[src/rtl/uart_rx_frame_ctrl_pkg.sv]
// Shared types for the uart_rx framing controller: SOF marker, parser and handshake
// state encodings, and the error codes reported on err_code.
package uart_frame_pkg;

    localparam logic [7:0] SOF_BYTE = 8'hA5;

    typedef enum logic [1:0] {
        HUNT    = 2'd0,
        LEN     = 2'd1,
        PAYLOAD = 2'd2,
        CKSUM   = 2'd3
    } parse_state_e;

    typedef enum logic {
        HS_WAIT = 1'b0,
        HS_ACK  = 1'b1
    } hs_state_e;

    typedef enum logic [1:0] {
        ERR_NONE    = 2'd0,
        ERR_BADLEN  = 2'd1,
        ERR_CKSUM   = 2'd2,
        ERR_TIMEOUT = 2'd3
    } err_code_e;

endpackage

[src/rtl/uart_rx_frame_ctrl_if.sv]
// Bundle of the uart_rx byte handshake, the payload stream and the frame status.
// The controller uses the slave modport; the byte source / payload sink side uses master.
interface uart_rx_frame_ctrl_if;
    logic [7:0] rx_data;
    logic       rx_ready;
    logic       rx_ack;
    logic [7:0] pl_data;
    logic       pl_valid;
    logic       pl_last;
    logic       pl_ready;
    logic       frame_ok;
    logic       frame_err;
    logic [1:0] err_code;

    modport master (
        output rx_data, rx_ready, pl_ready,
        input  rx_ack, pl_data, pl_valid, pl_last, frame_ok, frame_err, err_code
    );

    modport slave (
        input  rx_data, rx_ready, pl_ready,
        output rx_ack, pl_data, pl_valid, pl_last, frame_ok, frame_err, err_code
    );
endinterface

[src/rtl/uart_rx_frame_ctrl_hs.sv]
// 4-phase ready/ack handshake towards uart_rx; strobes the byte to the parser in the
// capture cycle.  state | meaning:  HS_WAIT | idle, may capture  --  HS_ACK | ack held until ready drops
module uart_rx_hs
    import uart_frame_pkg::*;
(
    input  logic       clk,
    input  logic       rst_l,
    input  logic [7:0] rx_data_i,
    input  logic       rx_ready_i,
    input  logic       slot_free_i,
    output logic       rx_ack_o,
    output logic       byte_stb_o,
    output logic [7:0] byte_o
);

    hs_state_e state_q, state_d;

    always_ff @(posedge clk or negedge rst_l) begin
        if (!rst_l) begin
            state_q <= HS_WAIT;
        end else begin
            state_q <= state_d;
        end
    end

    always_comb begin
        state_d = state_q;
        case (state_q)
            HS_WAIT: if (rx_ready_i && slot_free_i) state_d = HS_ACK;
            HS_ACK:  if (!rx_ready_i) state_d = HS_WAIT;
            default: state_d = HS_WAIT;
        endcase
    end

    always_comb begin
        rx_ack_o   = (state_q == HS_ACK);
        byte_stb_o = (state_q == HS_WAIT) && rx_ready_i && slot_free_i;
        byte_o     = rx_data_i;
    end

endmodule

[src/rtl/uart_rx_frame_ctrl.sv]
// Frame parser [SOF][LEN][PAYLOAD x LEN][CKSUM] on top of the uart_rx handshake; streams
// payload with valid/ready and pulses frame_ok/frame_err. Macro UART_FRAME_CKSUM_EN adds the CKSUM byte.
//   state   | meaning
//   HUNT    | waiting for SOF, other bytes dropped
//   LEN     | next byte is payload length
//   PAYLOAD | forwarding payload bytes
//   CKSUM   | next byte closes the frame (checksum build only)
module uart_rx_frame_ctrl
    import uart_frame_pkg::*;
#(
    parameter int MAX_LEN     = 64,
    parameter int TIMEOUT_CYC = 208340
) (
    input  logic                 clk,
    input  logic                 rst_l,
    uart_rx_frame_ctrl_if.slave  bus
);

    localparam int             TW        = $clog2(TIMEOUT_CYC + 1);
    localparam logic [TW-1:0]  TMO_LOAD  = TW'(TIMEOUT_CYC - 1);
    localparam logic [7:0]     MAX_LEN_B = 8'(MAX_LEN);

    logic         byte_stb;
    logic [7:0]   rx_byte;
    logic         slot_free;
    logic         len_bad;
    logic         last_pl;
    logic         tmo_hit;

    parse_state_e state_q, state_d;
    logic [7:0]   len_q, len_d;
    logic [7:0]   cnt_q, cnt_d;
    logic [TW-1:0] tmo_q, tmo_d;
    logic [7:0]   pl_data_q, pl_data_d;
    logic         pl_valid_q, pl_valid_d;
    logic         pl_last_q, pl_last_d;
    logic         ok_q, ok_d;
    logic         err_q, err_d;
    err_code_e    code_q, code_d;
`ifdef UART_FRAME_CKSUM_EN
    logic [7:0]   sum_q, sum_d;
    logic [7:0]   ck_sum;
    assign ck_sum = sum_q + rx_byte;
`endif

    // Back-pressure: a payload byte still waiting downstream blocks the next capture.
    assign slot_free = !(pl_valid_q && !bus.pl_ready);
    assign len_bad   = (rx_byte == 8'd0) || (rx_byte > MAX_LEN_B);
    assign last_pl   = (cnt_q + 8'd1) == len_q;
    assign tmo_hit   = (state_q != HUNT) && !byte_stb && slot_free && (tmo_q == '0);

    uart_rx_hs u_hs (
        .clk         (clk),
        .rst_l       (rst_l),
        .rx_data_i   (bus.rx_data),
        .rx_ready_i  (bus.rx_ready),
        .slot_free_i (slot_free),
        .rx_ack_o    (bus.rx_ack),
        .byte_stb_o  (byte_stb),
        .byte_o      (rx_byte)
    );

    always_ff @(posedge clk or negedge rst_l) begin
        if (!rst_l) begin
            state_q    <= HUNT;
            len_q      <= '0;
            cnt_q      <= '0;
            tmo_q      <= '0;
            pl_data_q  <= '0;
            pl_valid_q <= 1'b0;
            pl_last_q  <= 1'b0;
            ok_q       <= 1'b0;
            err_q      <= 1'b0;
            code_q     <= ERR_NONE;
`ifdef UART_FRAME_CKSUM_EN
            sum_q      <= '0;
`endif
        end else begin
            state_q    <= state_d;
            len_q      <= len_d;
            cnt_q      <= cnt_d;
            tmo_q      <= tmo_d;
            pl_data_q  <= pl_data_d;
            pl_valid_q <= pl_valid_d;
            pl_last_q  <= pl_last_d;
            ok_q       <= ok_d;
            err_q      <= err_d;
            code_q     <= code_d;
`ifdef UART_FRAME_CKSUM_EN
            sum_q      <= sum_d;
`endif
        end
    end

    always_comb begin
        state_d = state_q;
        if (byte_stb) begin
            case (state_q)
                HUNT:    if (rx_byte == SOF_BYTE) state_d = LEN;
                LEN:     state_d = len_bad ? HUNT : PAYLOAD;
`ifdef UART_FRAME_CKSUM_EN
                PAYLOAD: if (last_pl) state_d = CKSUM;
`else
                PAYLOAD: if (last_pl) state_d = HUNT;
`endif
                default: state_d = HUNT;
            endcase
        end else if (tmo_hit) begin
            state_d = HUNT;
        end
    end

    always_comb begin
        len_d      = len_q;
        cnt_d      = cnt_q;
        pl_data_d  = pl_data_q;
        pl_valid_d = pl_valid_q && !bus.pl_ready;
        pl_last_d  = pl_valid_d ? pl_last_q : 1'b0;
        ok_d       = 1'b0;
        err_d      = 1'b0;
        code_d     = code_q;
`ifdef UART_FRAME_CKSUM_EN
        sum_d      = sum_q;
`endif
        tmo_d      = tmo_q;
        if (byte_stb || state_q == HUNT) begin
            tmo_d = TMO_LOAD;
        end else if (slot_free && tmo_q != '0) begin
            tmo_d = tmo_q - TW'(1);
        end

        if (byte_stb) begin
            case (state_q)
                LEN: begin
                    if (len_bad) begin
                        err_d  = 1'b1;
                        code_d = ERR_BADLEN;
                    end else begin
                        len_d = rx_byte;
                        cnt_d = '0;
`ifdef UART_FRAME_CKSUM_EN
                        sum_d = rx_byte;
`endif
                    end
                end
                PAYLOAD: begin
                    pl_data_d  = rx_byte;
                    pl_valid_d = 1'b1;
                    pl_last_d  = last_pl;
                    cnt_d      = cnt_q + 8'd1;
`ifdef UART_FRAME_CKSUM_EN
                    sum_d      = sum_q + rx_byte;
`else
                    if (last_pl) begin
                        ok_d   = 1'b1;
                        code_d = ERR_NONE;
                    end
`endif
                end
`ifdef UART_FRAME_CKSUM_EN
                CKSUM: begin
                    if (ck_sum == 8'h00) begin
                        ok_d   = 1'b1;
                        code_d = ERR_NONE;
                    end else begin
                        err_d  = 1'b1;
                        code_d = ERR_CKSUM;
                    end
                end
`endif
                default: ;
            endcase
        end else if (tmo_hit) begin
            err_d  = 1'b1;
            code_d = ERR_TIMEOUT;
        end
    end

    assign bus.pl_data   = pl_data_q;
    assign bus.pl_valid  = pl_valid_q;
    assign bus.pl_last   = pl_last_q;
    assign bus.frame_ok  = ok_q;
    assign bus.frame_err = err_q;
    assign bus.err_code  = code_q;

endmodule

[src/flat_wrapper.sv]
// flat-port wrapper written by rule: the top's interface ports become plain ports
module uart_rx_frame_ctrl_flat import uart_frame_pkg::*;
#(
    parameter int MAX_LEN     = 64,
    parameter int TIMEOUT_CYC = 208340
)
  (clk, rst_l, bus_rx_data, bus_rx_ready, bus_pl_ready, bus_rx_ack, bus_pl_data, bus_pl_valid, bus_pl_last, bus_frame_ok, bus_frame_err, bus_err_code);
  uart_rx_frame_ctrl_if bus_i ();
  input  logic clk;
  input  logic rst_l;
  input wire logic [$bits(bus_i.rx_data)-1:0] bus_rx_data;
  input wire logic [$bits(bus_i.rx_ready)-1:0] bus_rx_ready;
  input wire logic [$bits(bus_i.pl_ready)-1:0] bus_pl_ready;
  output wire logic [$bits(bus_i.rx_ack)-1:0] bus_rx_ack;
  output wire logic [$bits(bus_i.pl_data)-1:0] bus_pl_data;
  output wire logic [$bits(bus_i.pl_valid)-1:0] bus_pl_valid;
  output wire logic [$bits(bus_i.pl_last)-1:0] bus_pl_last;
  output wire logic [$bits(bus_i.frame_ok)-1:0] bus_frame_ok;
  output wire logic [$bits(bus_i.frame_err)-1:0] bus_frame_err;
  output wire logic [$bits(bus_i.err_code)-1:0] bus_err_code;
  assign bus_i.rx_data = bus_rx_data;
  assign bus_i.rx_ready = bus_rx_ready;
  assign bus_i.pl_ready = bus_pl_ready;
  assign bus_rx_ack = bus_i.rx_ack;
  assign bus_pl_data = bus_i.pl_data;
  assign bus_pl_valid = bus_i.pl_valid;
  assign bus_pl_last = bus_i.pl_last;
  assign bus_frame_ok = bus_i.frame_ok;
  assign bus_frame_err = bus_i.frame_err;
  assign bus_err_code = bus_i.err_code;
  uart_rx_frame_ctrl #(.MAX_LEN(MAX_LEN), .TIMEOUT_CYC(TIMEOUT_CYC)) u_core (.clk(clk), .rst_l(rst_l), .bus(bus_i));
endmodule
[config.mk]
export PLATFORM = sky130hd
export DESIGN_NAME = uart_rx_frame_ctrl_flat
export DESIGN_NICKNAME = d
export VERILOG_FILES = /design/src/rtl/uart_rx_frame_ctrl_pkg.sv /design/src/rtl/uart_rx_frame_ctrl_if.sv /design/src/rtl/uart_rx_frame_ctrl_hs.sv /design/src/rtl/uart_rx_frame_ctrl.sv /design/src/flat_wrapper.sv
export SDC_FILE = /design/constraint.sdc
export NUM_CORES = 1
export LEC_CHECK = 0
export ABC_AREA = 1
export CORE_ASPECT_RATIO = 0.75
export CORE_UTILIZATION = 59
export CTS_BUF_LIST = sky130_fd_sc_hd__clkbuf_8
export DETAILED_ROUTE_END_ITERATION = 16
export PLACE_DENSITY_LB_ADDON = 0.05
export SLEW_MARGIN = 40
export SYNTH_ARGS = -nofsm -noshare
export SYNTH_HDL_FRONTEND = slang
export SYNTH_SLANG_ARGS = --single-unit
[constraint.sdc]
create_clock -name clk -period 2.3 [get_ports clk]
set_clock_uncertainty 0.2 [all_clocks]
set_input_delay 0.23 -clock clk [delete_from_list [all_inputs] [get_ports clk]]
set_output_delay 0.23 -clock clk [all_outputs]
set_load 0.01 [all_outputs]
## After elaboration in Yosys (flattened, before gate mapping)

Index checks and enable logic that the tools add are counted.

| storage, ports and cells | value |
|---|---|
| register bits | 51 |
| word-level logic and storage cells | 80 |

| operators by class | value |
|---|---|
| equality and inequality tests | 9 |
| muxes and demuxes | 29 |
| reduce and logical (&&, ||, !) cells | 26 |
| add/subtract/negate cells | 2 |
| bitwise operators | 2 |
| $lt $le $gt $ge | 1 |

Operator list:

| kind | count |
|---|---|
| two-way mux 18 bit | 2 |
| zero test 18 bit | 1 |
| nonzero test 18 bit | 1 |
| subtractor 18 x 1 -> 18 bit (second input constant) | 1 |
| two-way mux 2 bit | 8 |
| case mux 8 bit (2 select lines) | 1 |
| two-way mux 1 bit | 14 |
| != test 3 bit (second input constant) | 4 |
| AND reduction 3 bit | 3 |
| adder 8 x 1 -> 8 bit (second input constant) | 1 |
| equality test 8 bit | 1 |
| equality test 8 bit (second input constant) | 1 |
| greater-than comparator 8 x 7 -> 1 bit (second input constant) | 1 |
| logical AND 1 bit | 8 |
| zero test 8 bit | 1 |
| two-way mux 8 bit | 1 |
| nonzero test 2 bit | 4 |
| case mux 2 bit (3 select lines) | 1 |
| case mux 2 bit (2 select lines) | 1 |
| AND reduction 4 bit | 1 |
| zero test 1 bit | 3 |
| equality test 2 x 1 -> 1 bit (second input constant) | 1 |
| equality test 2 bit (second input constant) | 1 |
| zero test 2 bit | 1 |
| 5 further kinds | 7 |

## Logic depth before layout (Yosys ltp)

Gate-level depths: netlist of the first run.

| logic depth | value |
|---|---|
| word-level depth | 10 |
| gate-level depth with buffers | 14 |
| mapped depth without buffers | 14 |

## Cells and area by module

From an unflattened synthesis of the first run, not the netlist that was laid out.

| second synthesis, totals | value |
|---|---|
| cells, all modules | 357 |
| area, all modules | 2740.1 um2 |

Modules (own cells, without submodules):

| module | cells an instance | area each (um2) | times used | sequential area each (um2) |
|---|---|---|---|---|
| uart_rx_frame_ctrl | 343 | 2636.3 | 1 | 1251.2 |
| uart_rx_hs | 14 | 103.8 | 1 | 25.0 |

## Least setup slack after synthesis of the first run

OpenSTA, ideal clock, no wires.

| path | value |
|---|---|
| path kind | reg2reg |
| start point | register u_core.cnt_q[0] |
| end point | register u_core.code_q[1], in the netlist u_core.bus.err_code[1] |
| required time | 1.983 ns |
| library setup time | 0.117 ns |
| data arrival time | 1.504 ns |
| slack | 0.479 ns |
| stages on the path, launching flop included | 12 |
| path through | dfrtp_1 > ha_1 > xnor2_1 > nand2_1 > nor2_1 > nand2_1 > nor2_1 > nand3_2 > nand2_2 > nand2_2 > nand2_1 > nand2_1 |

| between the ends | value |
|---|---|
| longest elaborated chain between the ends | 4 |

Ends and longest elaborated chain:

| item | RTL line | text |
|---|---|---|
| start: declaration | uart_rx_frame_ctrl.sv:32 | `logic [7:0] cnt_q, cnt_d;` |
| start signal: assignment | uart_rx_frame_ctrl.sv:81 | `cnt_q <= cnt_d;` |
| adder 8 x 1 -> 8 bit | uart_rx_frame_ctrl.sv:49 | `assign last_pl = (cnt_q + 8'd1) == len_q;` |
| equality test 8 bit | uart_rx_frame_ctrl.sv:49 |  |
| != test 3 bit (no line) | -- |  |
| AND reduction 4 bit (no line) | -- |  |
| end signal: assignment | uart_rx_frame_ctrl.sv:88 | `code_q <= code_d;` |
| end: declaration | uart_rx_frame_ctrl.sv:39 | `err_code_e code_q, code_d;` |

No other way between the ends.
A chain may end at the register's enable or synchronous reset.

## Final worst setup path of the first run

Same ends and word-level chain as after synthesis.

==> results of run 1 <==
==> sequential cells by signal (all words and copies together) (netlist names) <==
register,cells
u_core.tmo_q,18
u_core.bus.pl_data,8
u_core.cnt_q,8
u_core.len_q,8
u_core.bus.err_code,2
u_core.state_q,2
u_core.bus.frame_err,1
u_core.bus.frame_ok,1
u_core.bus.pl_last,1
u_core.bus.pl_valid,1
u_core.u_hs.rx_ack_o,1
==> worst register-to-register path, cell delays in order (launching register included) <==
cell	delay [ps]
dfrtp_1	440
ha_1	340
xnor2_1	160
nand2_1	70
nor2_1	100
nand2_1	50
nor2_1	150
nand3_2	140
nand2_2	130
nand2_2	70
nand2_1	60
nand2_1	50
==> area by class of cell <==
type                    count  area share (%)
well taps                  57           2.181
repair buffers             32           9.261
multi-input cells         255           41.22
inverters                  45           5.166
clock buffers               5           2.105
flip-flops and latches     51           39.04
clock inverters             2           1.033
==> power by group <==
group	internal, W	switching [W]	total [W]
Clock	0.000315	0.000292	0.000608
Combinational	0.000281	0.000440	0.000721
Sequential	0.00104	0.000135	0.00118
Total	0.00164	0.000868	0.00251
==> worst max path at each step <==
stage	start	slack (ps)	cells past startpoint	end
2_1_floorplan	u_core.cnt_q[0]	480	11	u_core.bus.err_code[1]
3_3_place_gp	bus_rx_ready	160	9	u_core.tmo_q[6]
3_5_place_dp	bus_rx_ready	120	9	u_core.tmo_q[6]
4_1_cts	u_core.cnt_q[0]	220	11	u_core.bus.err_code[1]
5_1_grt	u_core.cnt_q[0]	60	13	u_core.bus.err_code[1]
6_report	u_core.cnt_q[0]	230	11	u_core.bus.err_code[1]
==> cell families after synthesis <==
kind of cell	synth area share (%)
fa+ha+maj	2.222
flops	45.33
compound gates	7.911
xor+xnor	2.178
simple gates	35.56
buf+inv	6.800
==> through the flow <==
step	instances	cell area, sq um	util (%)	hold WS (ps)
global route	447	3269	72.34	75.84
detailed placement	439	3157	69.85	-148.3
floorplan	355	2815	-	-265.6
global placement	439	3157	69.85	-148.7
CTS	447	3269	72.34	69.39
finish	447	3269	72.34	75.75
==> routing by layer <==
layer	part of all wire (%)	GRT usage, %
met5	0	0
met4	0.86	6.266
met3	4.2	4.964
met2	42	36.60
met1	53	38.85
==> cell usage in the layout (no fill, tap or decap), drive strengths merged <==
cell type       n
nand3b          7
o21ai          38
dlygate4sd3     1
a21o            1
and2            1
xnor2           2
nand2          89
nor2           49
nor3b           2
buf             6
nor3            8
o211ai          1
inv            46
dfrtp          51
a21oi           2
clkbuf          5
bufinv          1
or2             4
xor2            5
o21bai          1
nand3          37
ha              5
nand4           3
clkdlybuf4s50  25
==> impl_metrics.env, run 1 <==
export IMPL_fill_cells=377
export IMPL_startpoint_type="flip-flop"
export IMPL_synth_top_cell_area_share_pct=45.33
export IMPL_die_w_um=81.76
export IMPL_wl_per_cell_um=13.30
export IMPL_cts_max_level=2
export IMPL_power_w=0.002506
export IMPL_cts_resized=0
export IMPL_overflow=0
export IMPL_yosys_top_cells_area="dfrtp_1 45%, nand2_1 11%, nand3_1 5.9%, inv_1 5.2%, o21ai_0 4.4%"
export IMPL_clk_latency_ps=300
export IMPL_cts_buffers=5
export IMPL_hp_class="primary input to async pin"
export IMPL_cts_path_max_buffers=2
export IMPL_avgViaCountPerCell=5.302
export IMPL_seq_area_sq_mm=0.001276
export IMPL_start_util_pct=62.29
export IMPL_netlist_instances=355
export IMPL_max_freq_ghz=0.4829
export IMPL_dieArea_sq_mm=0.005054
export IMPL_io_buffer_count=26
export IMPL_irDropWorstVdd_mv=0.4479
export IMPL_maxCapViolCount=0
export IMPL_critPathMostFrequentCell="nand2_1"
export IMPL_slew_viol_final=0
export IMPL_grt_pass1_wl_mm=9.494
export IMPL_tritoncts="built"
export IMPL_rr_endpoint="u_core.bus.err_code[1]"
export IMPL_cts_setup_buffers=0
export IMPL_syn_nets=372
export IMPL_setup_slack_ps=229.4
export IMPL_gp_congestion=0.8891
export IMPL_synthArstFlopShare_pct=100.0
export IMPL_outcome="finished clean"
export IMPL_cp_data_required_time_ps=2290
export IMPL_grt_pass1_vias=2032
export IMPL_pre_cts_ws_ps=119.8
export IMPL_area_growth_syn_to_layout_pct=16.13
export IMPL_yosysWarningCount=0
export IMPL_critPathCaptureType="flip-flop"
export IMPL_yosysTopAreaCell="dfrtp_1"
export IMPL_antenna_left=0
export IMPL_crit_buf_inv=0
export IMPL_min_period_ps=2071
export IMPL_crit_arrival_ps=2060
export IMPL_grt_use_total_pct=25.35
export IMPL_multi_input_comb_area_sq_mm=0.001348
export IMPL_slowest_delay_ps=440
export IMPL_cp_max_fo=4
export IMPL_ys_types=32
export IMPL_fin_nets=407
export IMPL_clk_pin_slew_ps=90
export IMPL_setup_tns_final_ps=0
export IMPL_dp_hpwl_mm=4.482
export IMPL_drive_above_1_share_pct=12.56
export IMPL_ys_seq_elements=51
export IMPL_vias=2370
export IMPL_p_per_area_mw_per_mm2=766.6
export IMPL_ys_seq_area_share_pct=45.33
export IMPL_cts_sinks=51
export IMPL_drc_errors=0
export IMPL_antenna_found_initial=0
export IMPL_r2r_start="u_core.cnt_q[0]"
export IMPL_ys_flop_type="dfrtp_1"
export IMPL_slew_headroom_pct=75.82
export IMPL_crit_path_cell_trace="ha_1, xnor2_1, nand2_1, nor2_1, nand2_1, nor2_1, nand3_2, nand2_2, nand2_2, nand2_1, nand2_1"
export IMPL_diodes=0
export IMPL_synth_most_common_cell="nand2_1"
export IMPL_ff2ff_path_depth=11
export IMPL_synth_edf_count=0
export IMPL_netlist_area_sq_mm=0.002815
export IMPL_core_area_sq_mm=0.004519
export IMPL_min_period_over_period_pct=90.03
export IMPL_drtPass1Iterations=4
export IMPL_avgSynthCellArea_sq_um=7.930
export IMPL_p_leak_nw=1.484
export IMPL_io_pin_count=27
export IMPL_grt_max_degree=30
export IMPL_crit_path_top_delay_cell="dfrtp_1"
export IMPL_setup_violations=0
export IMPL_path_class="flip-flop to flip-flop"
export IMPL_synthTopCellsByCount="83 x nand2_1, 51 x dfrtp_1, 39 x inv_1"
export IMPL_cp_top_family="simple AND/OR/NAND/NOR gates"
export IMPL_clock_root_buffer="clkbuf_8"
export IMPL_die_h_um=61.82
export IMPL_first_iter_violations=134
export IMPL_cts_hold_buf=1
export IMPL_rsz0062_at_grt="false"
export IMPL_totalWireLength_mm=5.945
export IMPL_rows=21
export IMPL_worst_slew_pin_slew_ps=362.7
export IMPL_r2r_slack_ps=230
export IMPL_hold_violations=0
(Power assumes the default switching activity.)
==> run 2, diff against run 1 <==
Settings changed: CORE_UTILIZATION 59 to 45.
==> run 2 against run 1 <==
Effect of this change:
- sequential cell count stayed put
- global-route usage is 4.7 points lower
- via count is 1.9% lower
- sequential power hardly changed
- largest cell class unchanged
- clock-buffer cell count stayed put
- setup slack worse by 33 ps
- highest routed layer unchanged
==> impl_metrics.env, run 2 (synthesized netlist as in run 1, its figures left out) <==
export IMPL_min_period_ps=2103
export IMPL_cts_sinks=51
export IMPL_busiest_layer="met1"
export IMPL_p_leak_nw=1.513
export IMPL_dp_cells=463
export IMPL_cts_buffers=5
export IMPL_area_growth_syn_to_layout_pct=19.51
export IMPL_die_w_um=93.33
export IMPL_rows=24
export IMPL_seq_area_sq_mm=0.001276
export IMPL_clock_root_buffer="clkbuf_8"
export IMPL_grt_use_met1_pct=32.52
export IMPL_dieArea_sq_mm=0.006580
export IMPL_drtPass1Iterations=5
export IMPL_fin_hold_ws_ps=228.4
export IMPL_overflow=0
export IMPL_first_iter_violations=195
export IMPL_slew_viol_final=0
export IMPL_clk_pin_slew_ps=100
export IMPL_path_class="flip-flop to flip-flop"
export IMPL_cts_max_level=2
export IMPL_min_period_over_period_pct=91.45
export IMPL_p_per_area_mw_per_mm2=793.4
export IMPL_stdcell_count=472
export IMPL_rsz0062_at_grt="false"
export IMPL_io_buffer_count=26
export IMPL_gr_usage_met3_pct=4.031
export IMPL_critPathMostFrequentCell="nand2_2"
export IMPL_drc_errors=0
export IMPL_cp_data_required_time_ps=2300
export IMPL_antenna_found_initial=0
export IMPL_wl_per_cell_um=13.13
export IMPL_grt_pass1_vias=2182
export IMPL_outcome="finished clean"
export IMPL_max_freq_ghz=0.4754
export IMPL_crit_path_top_delay_cell="dfrtp_1"
export IMPL_cp_max_fo=9
export IMPL_gp_congestion=0.8638
export IMPL_diodes=0
export IMPL_avgViaCountPerCell=4.928
export IMPL_drive_above_1_share_pct=13.71
export IMPL_startpoint_type="flip-flop"
export IMPL_die_h_um=70.50
export IMPL_grt_use_total_pct=20.65
export IMPL_multi_input_comb_area_sq_mm=0.001348
export IMPL_fin_nets=410
export IMPL_hp_class="primary input to async pin"
export IMPL_grt_max_degree=31
export IMPL_use_met2_pct=28.84
export IMPL_critPathCaptureType="flip-flop"
export IMPL_clk_latency_ps=310
export IMPL_tritoncts="built"
export IMPL_vias=2326
export IMPL_io_pin_count=27
export IMPL_maxCapViolCount=0
export IMPL_irDropWorstVdd_mv=0.3858
export IMPL_totalWireLength_mm=6.199
export IMPL_antenna_left=0
export IMPL_core_area_sq_mm=0.005916
export IMPL_worst_slew_pin_slew_ps=559.0
export IMPL_grt_pass1_wl_mm=10.43
export IMPL_setup_violations=0
export IMPL_fill_cells=544
export IMPL_final_cell_mix="83 x nand2_1, 51 x dfrtp_1, 39 x inv_1"
export IMPL_regMostFlops="u_core.tmo_q"
export IMPL_largest_reg_flops=18
export IMPL_cts_setup_buffers=0
export IMPL_cts_path_max_buffers=2
export IMPL_slowest_delay_ps=440
export IMPL_setup_tns_final_ps=0
export IMPL_slew_headroom_pct=62.73
export IMPL_hold_violations=0
export IMPL_layout_commonest_cell="nand2_1"
export IMPL_crit_arrival_ps=2100
export IMPL_start_util_pct=47.59
export IMPL_crit_path_cell_trace="inv_1, ha_1, nand2_2, nor2_2, nand3_1, nand2_2, inv_2, nand3b_1, xor2_1, nor2_1"
export IMPL_dp_hpwl_mm=4.619
==> run 2: cell count changes in the layout (fill, tap and decap cells not counted), sizes merged <==
cell / change
bufinv: +1
clkinvlp: +1
inv: -1
buf: +3
==> run 2: final cells by class <==
| type | instances | share of cell area (%) |
|---|---|---|
| inverter | 45 | 5.020 |
| multi-input combinational | 255 | 40.05 |
| clock inverter | 3 | 2.008 |
| sequential | 51 | 37.93 |
| tap | 78 | 2.901 |
| timing repair buffer | 35 | 10.04 |
| clock buffer | 5 | 2.045 |
==> run 2: worst max-delay path: cells and delay by family, from the launching register on <==
family        cells  cell delay (ps)
fa+ha+maj         1              190
buf+inv           2              240
xor+xnor          1              150
simple gates      6              770
flops             1              440
==> run 2: final timing paths <==
kind	slack, ps	cells past startpoint	endpoint	startpoint
max	200	10	u_core.tmo_q[12]	u_core.tmo_q[0]
min	230	2	u_core.cnt_q[2]	rst_l
max reg2reg	200	10	u_core.tmo_q[12]	u_core.tmo_q[0]
min reg2reg	290	2	u_core.bus.pl_data[4]	u_core.bus.pl_data[4]
max in group asynchronous	1110	3	u_core.bus.err_code[0]	rst_l
min in group clk	290	2	u_core.bus.pl_data[4]	u_core.bus.pl_data[4]
==> run 2: stage by stage <==
step | instance area, sq um | util, % | power (W) | setup slack (ps)
after floorplan | 2815 | - | 0.001697 | 479.1
after global placement | 3218 | 54.40 | 0.001919 | 184.4
after detailed placement | 3218 | 54.40 | 0.001932 | 128.0
after CTS | 3364 | 56.87 | 0.002695 | 209.2
after global routing | 3364 | 56.87 | 0.002844 | 31.83
final | 3364 | 56.87 | 0.002669 | 196.7
==> run 2: what timing repair did <==
action / in CTS / in global routing
gates resized for setup: 0 / 0
hold buffers: 1 / 0
hold endpoints to repair: 21 / 0
==> run 2: power by group <==
group	total [W]	leakage [nW]	switching, W	internal [W]
registers	0.00117	0.630	0.000130	0.00104
clock network	0.000753	0.0644	0.000319	0.000434
logic	0.000744	0.819	0.000449	0.000295
total	0.00267	1.51	0.000898	0.00177
==> run 2: per-layer routing <==
metal,vias up,part of all wire (%)
met2,52,39
li1,1220,-
met1,1047,55
met5,-,0
met3,7,5.2
met4,0,0.95
